$ cat src/rtl/serial_alu_seq.sv
// Bit-serial ALU sequencer: processes one operand bit per clock, LSB first, and reports result and flags.
// Optional signed-overflow flag is built only when SERIAL_ALU_OVF_EN is defined; otherwise ovf is tied to 0.
module serial_alu_seq #(
    parameter int WIDTH = 8
) (
    input  logic             reclk,
    input  logic             rst,
    input  logic             start,
    input  logic [2:0]       op,
    input  logic [WIDTH-1:0] a,
    input  logic [WIDTH-1:0] b,
    output logic             busy,
    output logic             done,
    output logic [WIDTH-1:0] result,
    output logic             carry,
    output logic             zero,
    output logic             ovf
);

    localparam int CW = (WIDTH > 1) ? $clog2(WIDTH) : 1;

    typedef enum logic [1:0] {IDLE, SHIFT, DONE} state_t;

    state_t           state, state_next;
    logic [WIDTH-1:0] a_sr, b_sr, res_sr;
    logic [2:0]       op_r;
    logic [CW-1:0]    cnt;
    logic             c;
    logic             is_sub, is_arith, b_eff, bit_out, c_next, last_bit;
    logic [WIDTH-1:0] res_final;

    // Single-bit slice: sub reuses the adder with b inverted and carry-in preset to 1
    always_comb begin
        is_sub    = (op_r == 3'b001);
        is_arith  = (op_r[2:1] == 2'b00);
        b_eff     = b_sr[0] ^ is_sub;
        c_next    = (a_sr[0] & b_eff) | (a_sr[0] & c) | (b_eff & c);
        last_bit  = (cnt == CW'(WIDTH - 1));
        bit_out   = 1'b0;
        case (op_r)
            3'b000,
            3'b001:  bit_out = a_sr[0] ^ b_eff ^ c;
            3'b010:  bit_out = a_sr[0] ^ b_sr[0];
            3'b011:  bit_out = a_sr[0] & b_sr[0];
            3'b100:  bit_out = ~a_sr[0];
            3'b101:  bit_out = a_sr[0] | b_sr[0];
            3'b110:  bit_out = ~(a_sr[0] | b_sr[0]);
            default: bit_out = ~(a_sr[0] & b_sr[0]);
        endcase
        res_final = {bit_out, res_sr[WIDTH-1:1]};
    end

    always_comb begin
        state_next = state;
        case (state)
            IDLE:    if (start) state_next = SHIFT;
            SHIFT:   if (last_bit) state_next = DONE;
            default: state_next = IDLE;
        endcase
    end

    always_ff @(posedge reclk or negedge rst) begin
        if (!rst) state <= IDLE;
        else      state <= state_next;
    end

`ifdef SERIAL_ALU_OVF_EN
    logic ovf_r;
    assign ovf = ovf_r;
`else
    assign ovf = 1'b0;
`endif

    assign busy = (state != IDLE);
    assign done = (state == DONE);

    // Visible outputs change only at acceptance (result cleared) and on the final shift
    always_ff @(posedge reclk or negedge rst) begin
        if (!rst) begin
            a_sr   <= '0;
            b_sr   <= '0;
            res_sr <= '0;
            op_r   <= 3'b000;
            cnt    <= '0;
            c      <= 1'b0;
            result <= '0;
            carry  <= 1'b0;
            zero   <= 1'b0;
`ifdef SERIAL_ALU_OVF_EN
            ovf_r  <= 1'b0;
`endif
        end else begin
            case (state)
                IDLE: begin
                    if (start) begin
                        a_sr   <= a;
                        b_sr   <= b;
                        op_r   <= op;
                        cnt    <= '0;
                        res_sr <= '0;
                        result <= '0;
                        c      <= (op == 3'b001);
                    end
                end
                SHIFT: begin
                    a_sr   <= a_sr >> 1;
                    b_sr   <= b_sr >> 1;
                    res_sr <= res_final;
                    if (is_arith) c <= c_next;
                    if (!last_bit) begin
                        cnt <= cnt + CW'(1);
                    end else begin
                        result <= res_final;
                        carry  <= is_arith & c_next;
                        zero   <= (res_final == '0);
`ifdef SERIAL_ALU_OVF_EN
                        ovf_r  <= is_arith && (a_sr[0] == b_eff) && (bit_out != a_sr[0]);
`endif
                    end
                end
                default: ;
            endcase
        end
    end

endmodule

$ cat config.mk
export PLATFORM = sky130hd
export DESIGN_NAME = serial_alu_seq
export DESIGN_NICKNAME = d
export VERILOG_FILES = /design/src/rtl/serial_alu_seq.sv
export SDC_FILE = /design/constraint.sdc
export NUM_CORES = 1
export LEC_CHECK = 0
export CAP_MARGIN = 20
export CORE_MARGIN = 2
export CORE_UTILIZATION = 46
export DETAILED_ROUTE_END_ITERATION = 16
export PLACE_DENSITY = 0.72
export SLEW_MARGIN = 20
export SYNTH_ARGS = -nofsm -noshare
export SYNTH_HDL_FRONTEND = slang
export SYNTH_SLANG_ARGS = --single-unit
$ cat constraint.sdc
create_clock -name reclk -period 4.4 [get_ports reclk]
set_input_delay 0.66 -clock reclk [delete_from_list [all_inputs] [get_ports reclk]]
set_output_delay 0.66 -clock reclk [all_outputs]
set_load 0.05 [all_outputs]
==> results by group, run 1 <==
Clock tree
  • Hold_buf cts: 0
  • CTS tree: done
  • Post-CTS setup buffer count: 0
  • Clk buf depth: 2
  • Root buffer cell: clkbuf_8
  • Cts bufs inserted: 5
  • Clock sink total: 42
  • Resize count post-CTS: 0
  • Clk Latency, worst-skew pair: 0.30 ns
  • H-Tree Depth: 2
  • Clock transition at path regs: 0.08 ns

Logic synthesis
  • Prevailing post-synth register cell: dfrtp_1
  • Syn_area_per_cell: 10.11 um2
  • Distinct cells, synth: 30
  • Count leader, synth: nand2_1
  • Cell taking the most area after synthesis: dfrtp_1
  • Ys async rst share: 100.0%
  • Synth Net Count: 215
  • Synthesized cell area: 1901 um2
  • YS warnings: 0
  • Synth area leaders: dfrtp_1 (55%), nand2_1 (10%), mux2i_1 (6.3%)
  • #FFs+latches synth: 42
  • Commonest cells post-synth: nand2_1 (51), dfrtp_1 (42), o21ai_0 (24)
  • Sequential-to-total area share from yosys stat: 55.30%
  • Share of the synthesized area in the top cell type: 55.30%
  • Mapped Cells: 188
  • Number of flops mapped to enable cells by yosys: 0

Timing
  • Final period util: 54.19%
  • Final setup TNS: 0 ns
  • Layout Skew: 0.005904 ns
  • Final setup vio count: 0
  • Hold Vio Cnt, Final: 0
  • Relative slew slack: 38.97%
  • RSZ-0062 raised after global routing: false
  • Slew of the pin with the lowest slew margin: 0.9154 ns
  • Max-slew violations: 0
  • Final worst-path setup slack: 2.016 ns
  • Fin crit period: 2.384 ns
  • Fmax: 0.4194 GHz

Layout
  • Antenna cells: 0
  • Final nets: 247
  • Area grow syn2layout: 24.29%
  • Ratio of cells with drive above 1 in the final layout: 8.597%

Placed design
  • Post-DP HPWL: 2451 um
  • GPL Wtd Cong: 0.7981
  • Post-place setup slack: 1.773 ns
  • PortBufs: 33

Route
  • Antenna viol nets, final: 0
  • Total via count in the routed design: 1372
  • Routed WL per cell: 12.83 um
  • Starting DRT DRC Count: 114
  • DR vias/cell: 5.063
  • # DRC: 0
  • Routed WL: 3478 um
  • First-pass DRT Iterations: 4

Die
  • Total Die Area: 4662 um2
  • Starting Density: 47.51%
  • Io pins: 35
  • Site Rows: 23
  • Die X: 68.28 um
  • Core footprint: 4000 um2
  • Chip Height: 68.28 um

Status
  • Outcome: finished, final reports clean

Job
  • Max cap viols: 0

Setup path
  • Worst-path maximum fanout: 5
  • Worst flop-to-flop path startpoint: op_r[1]
  • CP Data Required Time: 3.74 ns
  • CP startpoint: state[0]
  • Kind of critical path: reg2out
  • Arrival time at the worst endpoint: 1.72 ns
  • Worst setup SP type: flop
  • CP Capture Type: output pin

GRT
  • Largest net degree at the start of global routing: 43
  • Initial antenna violation count: 0
  • Total gr overflow: 0
  • Total GRT Usage: 17.80%
  • Vias in the first global route: 1357
  • First-pass GRT wire length: 5961 um

Power and ir drop
  • Overall power: 1.700 mW
  • VDD IR-drop max: 0.2936 mV
  • Lkg Pwr: 1.049 nW
  • Power per cell area: 719.7 nW/um2

Min path
  • Hold Crit Class: in2async
==> registers in the layout, summed over array words and instances (netlist names) <==
| signal | flops |
|---|---|
| a_sr | 8 |
| c | 1 |
| cnt | 3 |
| result | 8 |
| res_sr | 7 |
| carry | 1 |
| b_sr | 8 |
| state | 2 |
| zero | 1 |
| op_r | 3 |
==> power breakdown <==
group          total (mW)  switching (mW)  internal, mW
Sequential          0.642           0.106         0.536
Clock               0.304           0.135         0.169
Combinational       0.754           0.448         0.307
==> worst max-delay path, cell delays in order, from the launching register on <==
cell and delay [ns]:
dfrtp_1 0.43, or2_2 0.30, clkdlybuf4s50_1 0.70
==> layer usage <==
layer / vias up / routed length [um] / global-route usage [%]
met5: - / 0 / 0
met4: 0 / 61 / 8.000
met3: 5 / 156 / 5.428
met2: 29 / 1611 / 29.00
met1: 643 / 1647 / 21.66
li1: 695 / - / -
==> final cells by class <==
class | instances | area (um2)
clock buffer | 6 | 72.57
clock inverter | 2 | 37.54
fill | 392 | 1638
inverter | 5 | 18.77
multi-input combinational | 131 | 779.5
sequential | 42 | 1051
tap | 50 | 62.56
timing repair buffer | 35 | 340.3
==> stage by stage <==
stage                     instances  hold WS [ns]  utilization [%]  area, um2
after CTS                       271        0.4899            59.06       2362
final                           271        0.4820            59.06       2362
after floorplan                 188        0.3644                -       1901
after global placement          263        0.4628            56.30       2252
after global routing            271        0.5087            59.06       2362
after detailed placement        263        0.4687            56.30       2252
==> worst paths after layout <==
kind,end,slack (ns),depth (start not counted)
hold reg to reg,a_sr[5],0.48,2
hold / removal,state[0],0.48,1
setup reg to reg,zero,2.06,8
setup / recovery,busy,2.02,2
min in group reclk,a_sr[5],0.48,2
max in group asynchronous,b_sr[2],3.33,1
==> cell families after synthesis <==
group | synth area share, %
simple gates | 14.75
mux | 10.66
compound gates | 10.86
flops | 55.30
buf+inv | 4.081
xor+xnor | 0.4609
fa+ha+maj | 3.687
other cells | 0.1973
==> cells in the final DEF (no fill, tap or decap), types with 2 or more instances in the layout <==
cell             count
nand2_1             51
dfrtp_1             42
clkdlybuf4s50_1     32
o21ai_0             24
mux2i_1             12
nor2_1               9
a21oi_1              7
inv_1                5
clkbuf_8             5
mux2_2               4
ha_1                 4
a22o_1               3
nor4_1               2
buf_4                2
Power figures use the tool's default switching activity.
==> run 2, diff against run 1 <==
==> constraint.sdc (replaced) <==
create_clock -name reclk -period 2.28 [get_ports reclk]
set_input_delay 0.342 -clock reclk [delete_from_list [all_inputs] [get_ports reclk]]
set_output_delay 0.342 -clock reclk [all_outputs]
set_load 0.05 [all_outputs]
==> run 2 against run 1 <==
- sequential power up 88%
- global-route usage down 0.29 points
- cell area up 0.42%
- via count up 1.6%
- combinational power up 100%
- critical path depth up 6
- power up 87%
- final cell count up 1.1%
==> results by group, run 2 (synthesized netlist as in run 1, its figures left out) <==
Timing
  • Final setup vio count: 0 (unchanged)
  • Max-slew violations: 0 (unchanged)
  • RSZ-0062 raised after global routing: false
  • Fin crit period: 2.109 ns
  • Layout Skew: 0.002284 ns (-0.003620 ns)
  • Slew of the pin with the lowest slew margin: 0.8880 ns (-0.02742 ns)
  • Fmax: 0.4742 GHz
  • Relative slew slack: 40.80% (+1.8 points)
  • Hold Vio Cnt, Final: 0 (unchanged)
  • Worst hold slack: 0.04104 ns (-0.4410 ns)
  • Final period util: 92.49%
  • Final setup TNS: 0 ns (unchanged)

Power and ir drop
  • Switching share of power: 40.79% (+0.29 points)
  • Lkg Pwr: 1.065 nW (+1.6%)
  • Internal power: 1.886 mW (+86%)
  • Clock power share: 14.8% (-3.1 points)
  • Combinational Power Share: 47.4% (+3.0 points)
  • Psw: 1.300 mW (+89%)
  • Overall power: 3.186 mW (+87%)
  • Flop pwr share: 37.8% (about the same)
  • VDD IR-drop max: 0.5339 mV (+82%)
  • Power per cell area: 1343 nW/um2 (+87%)

Clock tree
  • Post-CTS setup buffer count: 0 (unchanged)
  • Clk buf depth: 2 (unchanged)
  • Clock sink total: 42 (unchanged)
  • CTS tree: done
  • Cts bufs inserted: 5 (unchanged)
  • Clk Latency, worst-skew pair: 0.30 ns (about the same)
  • Root buffer cell: clkbuf_8
  • Clock transition at path regs: 0.07 ns (about the same)
  • H-Tree Depth: 2 (unchanged)
  • Resize count post-CTS: 0 (unchanged)
  • Hold_buf cts: 0 (unchanged)

Die
  • Site Rows: 23 (unchanged)
  • Die X: 68.28 um (unchanged)
  • Chip Height: 68.28 um (unchanged)
  • Io pins: 35 (unchanged)
  • Core footprint: 4000 um2 (unchanged)
  • Starting Density: 47.51% (unchanged)
  • Total Die Area: 4662 um2 (unchanged)

Placed design
  • Post-DP HPWL: 2508 um (+2.3%)
  • PortBufs: 33 (unchanged)
  • Placed cell areas: 2290 um2 (+1.7%)
  • GPL Wtd Cong: 0.7772 (-2.6%)

Layout
  • Commonest cells after routing, fill and taps aside: nand2_1 (51), dfrtp_1 (42), clkdlybuf4s50_1 (32)
  • Ratio of cells with drive above 1 in the final layout: 10.27% (+1.7 points)
  • Top Registers: a_sr: 8 flops, b_sr: 8 flops, result: 8 flops
  • Area grow syn2layout: 24.82%
  • Final nets: 252 (+2.0%)
  • Antenna cells: 0 (unchanged)
  • Commonest non-fill, non-tap cell in the layout: nand2_1
  • Fin util: 59.31% (+0.25 points)
  • Final instance area: 2372 um2 (+0.42%)

Setup path
  • CP startpoint: op_r[2]
  • CP most frequent cell: nor2_1
  • FF-to-FF End: zero
  • Crit path largest cell delay: 0.48 ns (-0.22 ns)
  • Flop2flop setup slack: 0.17 ns (-1.89 ns)
  • CP Capture Type: flop
  • Worst setup SP type: flop
  • Arrival time at the worst endpoint: 2.30 ns (+0.58 ns)
  • FF-to-FF path depth: 8 (unchanged)
  • Worst-path maximum fanout: 3 (-2)
  • Cell Chain, Critical Path: nor2_1 > nand2_1 > xnor2_1 > fa_1 > nor2_1 > a21oi_1 > mux4_2 > a22o_1
  • CP max stage cell: mux4_2
  • Kind of critical path: reg2reg
  • Worst flop-to-flop path startpoint: op_r[2]
  • CP Data Required Time: 2.47 ns (-1.27 ns)

GRT
  • Vias in the first global route: 1331 (-1.9%)
  • Initial antenna violation count: 0 (unchanged)
  • Total gr overflow: 0 (unchanged)
  • First-pass GRT wire length: 5968 um (+0.12%)
  • Total GRT Usage: 17.50% (-0.29 points)
  • Largest net degree at the start of global routing: 40 (-7.0%)

Route
  • # DRC: 0 (unchanged)
  • Total via count in the routed design: 1394 (+1.6%)
  • Routed WL per cell: 12.46 um (-2.9%)
  • First-pass DRT Iterations: 4 (unchanged)
  • DR vias/cell: 5.088 (+0.49%)
  • Starting DRT DRC Count: 55 (-52%)
  • Antenna viol nets, final: 0 (unchanged)
  • Routed WL: 3413 um (-1.9%)

Min path
  • Hold Crit Class: in2async

Job
  • Max cap viols: 0 (unchanged)

Status
  • Outcome: finished, final reports clean
## run 2: cell count changes in the layout (fill, tap and decap cells not counted), sizes merged
cell	before	now
buf	3	8
clkinvlp	1	0
bufinv	1	0
## run 2: layer usage
layer  vias to the layer above  wire [um]  track usage (%)  share of wire (%)
met4                         0         68            8.250                2.0
met3                         5        159            4.112                4.7
li1                        700          -                -                  -
met2                        34       1571            26.58                 46
met5                         -          0                0                  0
met1                       655       1613            23.69                 47
## run 2: worst max-delay path: cells and delay by family, from the launching register on
family	cells	cell delay (ns)
mux	1	0.48
fa+ha+maj	1	0.43
flops	1	0.38
compound gates	2	0.24
xor+xnor	1	0.18
simple gates	3	0.30
## run 2: worst max path at each step
| stage | endpoint | slack (ns) |
|---|---|---|
| global route | zero | 0.04 |
| finish | zero | 0.17 |
| floorplan | zero | 0.15 |
| global placement | zero | 0.22 |
| detailed placement | zero | 0.17 |
| CTS | zero | 0.16 |
## run 2: power groups by stage
stage	Clock [mW]	Combinational (mW)	Sequential [mW]
final	0.471	1.51	1.21
after global routing	0.504	1.70	1.24
after CTS	0.476	1.53	1.21
after detailed placement	0	1.53	1.22
after global placement	0	1.49	1.21
after floorplan	0	0.919	1.40
## run 2: final cells by class
type                    instances  area (um2)
clock buffers                   6       82.58
inverters                       5       18.77
flip-flops and latches         42        1051
fillers                       378        1628
repair buffers                 40       377.9
well taps                      50       62.56
multi-input cells             131       779.5
## run 2: per-stage QoR
step	std cells	setup WS (ns)
3_5_place_dp	268	0.1724
4_1_cts	274	0.1647
2_1_floorplan	188	0.1490
6_report	274	0.1712
5_1_grt	274	0.03937
3_3_place_gp	268	0.2245
==> run 3, diff against run 2 <==
--- a/config.mk
+++ b/config.mk
@@ -6,7 +6,6 @@
 export NUM_CORES = 1
 export LEC_CHECK = 0
 export CAP_MARGIN = 20
-export CORE_MARGIN = 2
 export CORE_UTILIZATION = 46
 export DETAILED_ROUTE_END_ITERATION = 16
 export PLACE_DENSITY = 0.72
==> run 3 against run 2 <==
- register-to-register slack got worse by 0.03 ns
- sequential power about the same
- power increased by 0.88%
- setup slack got worse by 0.032 ns
- critical path depth unchanged
- final cell count increased by 0.73%
- sequential share of layout area decreased by 0.12 points
- worst hold slack improved by 0.41 ns
- first-iteration DRC count increased by 69%
- maximum frequency decreased by 1.5%
- clock-buffer cell count unchanged
- clock skew increased by 0.0079 ns
- critical endpoint unchanged
- largest power group unchanged
==> results by group, run 3 (synthesized netlist as in run 1, its figures left out) <==
Die
  • Starting Density: 47.86% (+0.34 points)
  • Total Die Area: 4393 um2 (-5.8%)
  • Chip Height: 66.28 um (-2.9%)
  • Core footprint: 3971 um2 (-0.72%)
  • Die X: 66.28 um (-2.9%)
  • Io pins: 35 (unchanged)
  • Site Rows: 23 (unchanged)

Setup path
  • Kind of critical path: reg2reg
  • Worst setup SP type: flop
  • Arrival time at the worst endpoint: 2.34 ns (+0.04 ns)
  • Worst-path maximum fanout: 3 (unchanged)
  • CP Data Required Time: 2.48 ns (about the same)
  • CP Capture Type: flop

Timing
  • RSZ-0062 raised after global routing: false
  • Max-slew violations: 0 (unchanged)
  • Relative slew slack: 38.16% (-2.6 points)
  • Layout Skew: 0.01019 ns (+0.007908 ns)
  • Fin crit period: 2.141 ns (+0.03232 ns)
  • Final period util: 93.91% (+1.4 points)
  • Slew of the pin with the lowest slew margin: 0.9277 ns (+0.03966 ns)
  • Final setup vio count: 0 (unchanged)
  • Final setup TNS: 0 ns (unchanged)
  • Fmax: 0.4671 GHz (-1.5%)
  • Hold Vio Cnt, Final: 0 (unchanged)

Clock tree
  • Clk buf depth: 2 (unchanged)
  • Clock transition at path regs: 0.08 ns (about the same)
  • Resize count post-CTS: 0 (unchanged)
  • Post-CTS setup buffer count: 0 (unchanged)
  • Cts bufs inserted: 5 (unchanged)
  • Clock sink total: 42 (unchanged)
  • Clk Latency, worst-skew pair: 0.30 ns (about the same)
  • Hold_buf cts: 1 (+1)
  • Root buffer cell: clkbuf_8
  • CTS tree: done
  • H-Tree Depth: 2 (unchanged)

Route
  • # DRC: 0 (unchanged)
  • Routed WL per cell: 13.18 um (+5.8%)
  • Antenna viol nets, final: 0 (unchanged)
  • Routed WL: 3637 um (+6.6%)
  • Total via count in the routed design: 1404 (+0.72%)
  • Starting DRT DRC Count: 93 (+69%)
  • DR vias/cell: 5.087 (about the same)
  • First-pass DRT Iterations: 4 (unchanged)

GRT
  • Largest net degree at the start of global routing: 32 (-20%)
  • Vias in the first global route: 1389 (+4.4%)
  • Total GRT Usage: 19.84% (+2.3 points)
  • Total gr overflow: 0 (unchanged)
  • First-pass GRT wire length: 6230 um (+4.4%)
  • Initial antenna violation count: 0 (unchanged)

Power and ir drop
  • VDD IR-drop max: 0.6608 mV (+24%)
  • Internal power: 1.869 mW (-0.91%)
  • Lkg Pwr: 1.066 nW (+0.13%)
  • Combinational Power Share: 47.4% (about the same)
  • Flop pwr share: 37.6% (-0.2 points)
  • Psw: 1.345 mW (+3.5%)
  • Clock power share: 15.0% (+0.2 points)
  • Power per cell area: 1351 nW/um2 (+0.61%)
  • Switching share of power: 41.84% (+1.0 points)

Layout
  • Area grow syn2layout: 25.15%
  • Commonest cells after routing, fill and taps aside: nand2_1 (51), dfrtp_1 (42), clkdlybuf4s50_1 (32)
  • Antenna cells: 0 (unchanged)
  • Top Registers: a_sr: 8 flops, b_sr: 8 flops, result: 8 flops
  • Final nets: 252 (unchanged)
  • Final instance area: 2379 um2 (+0.26%)
  • Ratio of cells with drive above 1 in the final layout: 10.18% (-0.091 points)
  • Commonest non-fill, non-tap cell in the layout: nand2_1

Status
  • Outcome: finished, final reports clean

Placed design
  • PortBufs: 33 (unchanged)
  • Post-DP HPWL: 2590 um (+3.3%)
  • Placed cell areas: 2282 um2 (-0.33%)
  • GPL Wtd Cong: 0.8328 (+7.2%)

Min path
  • Hold Crit Class: in2async

Job
  • Max cap viols: 0 (unchanged)
## run 3: power groups by stage
| stage | clock (mW) | combinational (mW) | sequential, mW |
|---|---|---|---|
| after global routing | 0.531 | 1.69 | 1.25 |
| after CTS | 0.490 | 1.54 | 1.21 |
| after global placement | 0 | 1.48 | 1.21 |
| final | 0.481 | 1.52 | 1.21 |
| after detailed placement | 0 | 1.54 | 1.22 |
| after floorplan | 0 | 0.919 | 1.40 |
## run 3: final timing paths
kind | depth (start not counted) | slack (ns) | endpoint | from
hold / removal | 2 | 0.45 | cnt[0] | rst
setup / recovery | 8 | 0.14 | zero | op_r[2]
min in group reclk | 2 | 0.47 | a_sr[5] | a_sr[6]
hold reg to reg | 2 | 0.47 | a_sr[5] | a_sr[6]
max in group asynchronous | 3 | 1.16 | a_sr[7] | rst
setup reg to reg | 8 | 0.14 | zero | op_r[2]
## run 3: final cells by class
cell class                 instances  area [um2]
inverter                           5       18.77
clock inverter                     2       13.76
sequential                        42        1051
multi-input combinational        131       779.5
timing repair buffer              40       380.4
clock buffer                       6       72.57
fill                             358        1593
tap                               50       62.56
## run 3: routing by layer
layer	part of all wire, %	wire (um)	GRT usage (%)
met1	48	1728	24.83
met2	47	1695	30.87
met3	4.5	163	7.241
met4	1.4	51	8.245
met5	0	0	0
## run 3: worst max-delay path, cell delays in order (launching register included)
cell and delay (ns):
dfrtp_1 0.38, nor2_1 0.10, nand2_1 0.07, xnor2_1 0.19, fa_1 0.44, nor2_1 0.13
a21oi_1 0.06, mux4_2 0.48, a22o_1 0.19
## run 3: metrics by stage
stage / util (%) / hold slack, ns / cells / total power, mW / worst slack (ns)
2_1_floorplan: - / 0.04641 / 188 / 2.323 / 0.1490
3_3_place_gp: 57.47 / 0.2305 / 267 / 2.697 / 0.2149
3_5_place_dp: 57.47 / 0.2322 / 267 / 2.757 / 0.1281
4_1_cts: 59.89 / 0.4494 / 276 / 3.243 / 0.1218
5_1_grt: 59.89 / 0.4648 / 276 / 3.467 / 0.01870
6_report: 59.89 / 0.4463 / 276 / 3.214 / 0.1389
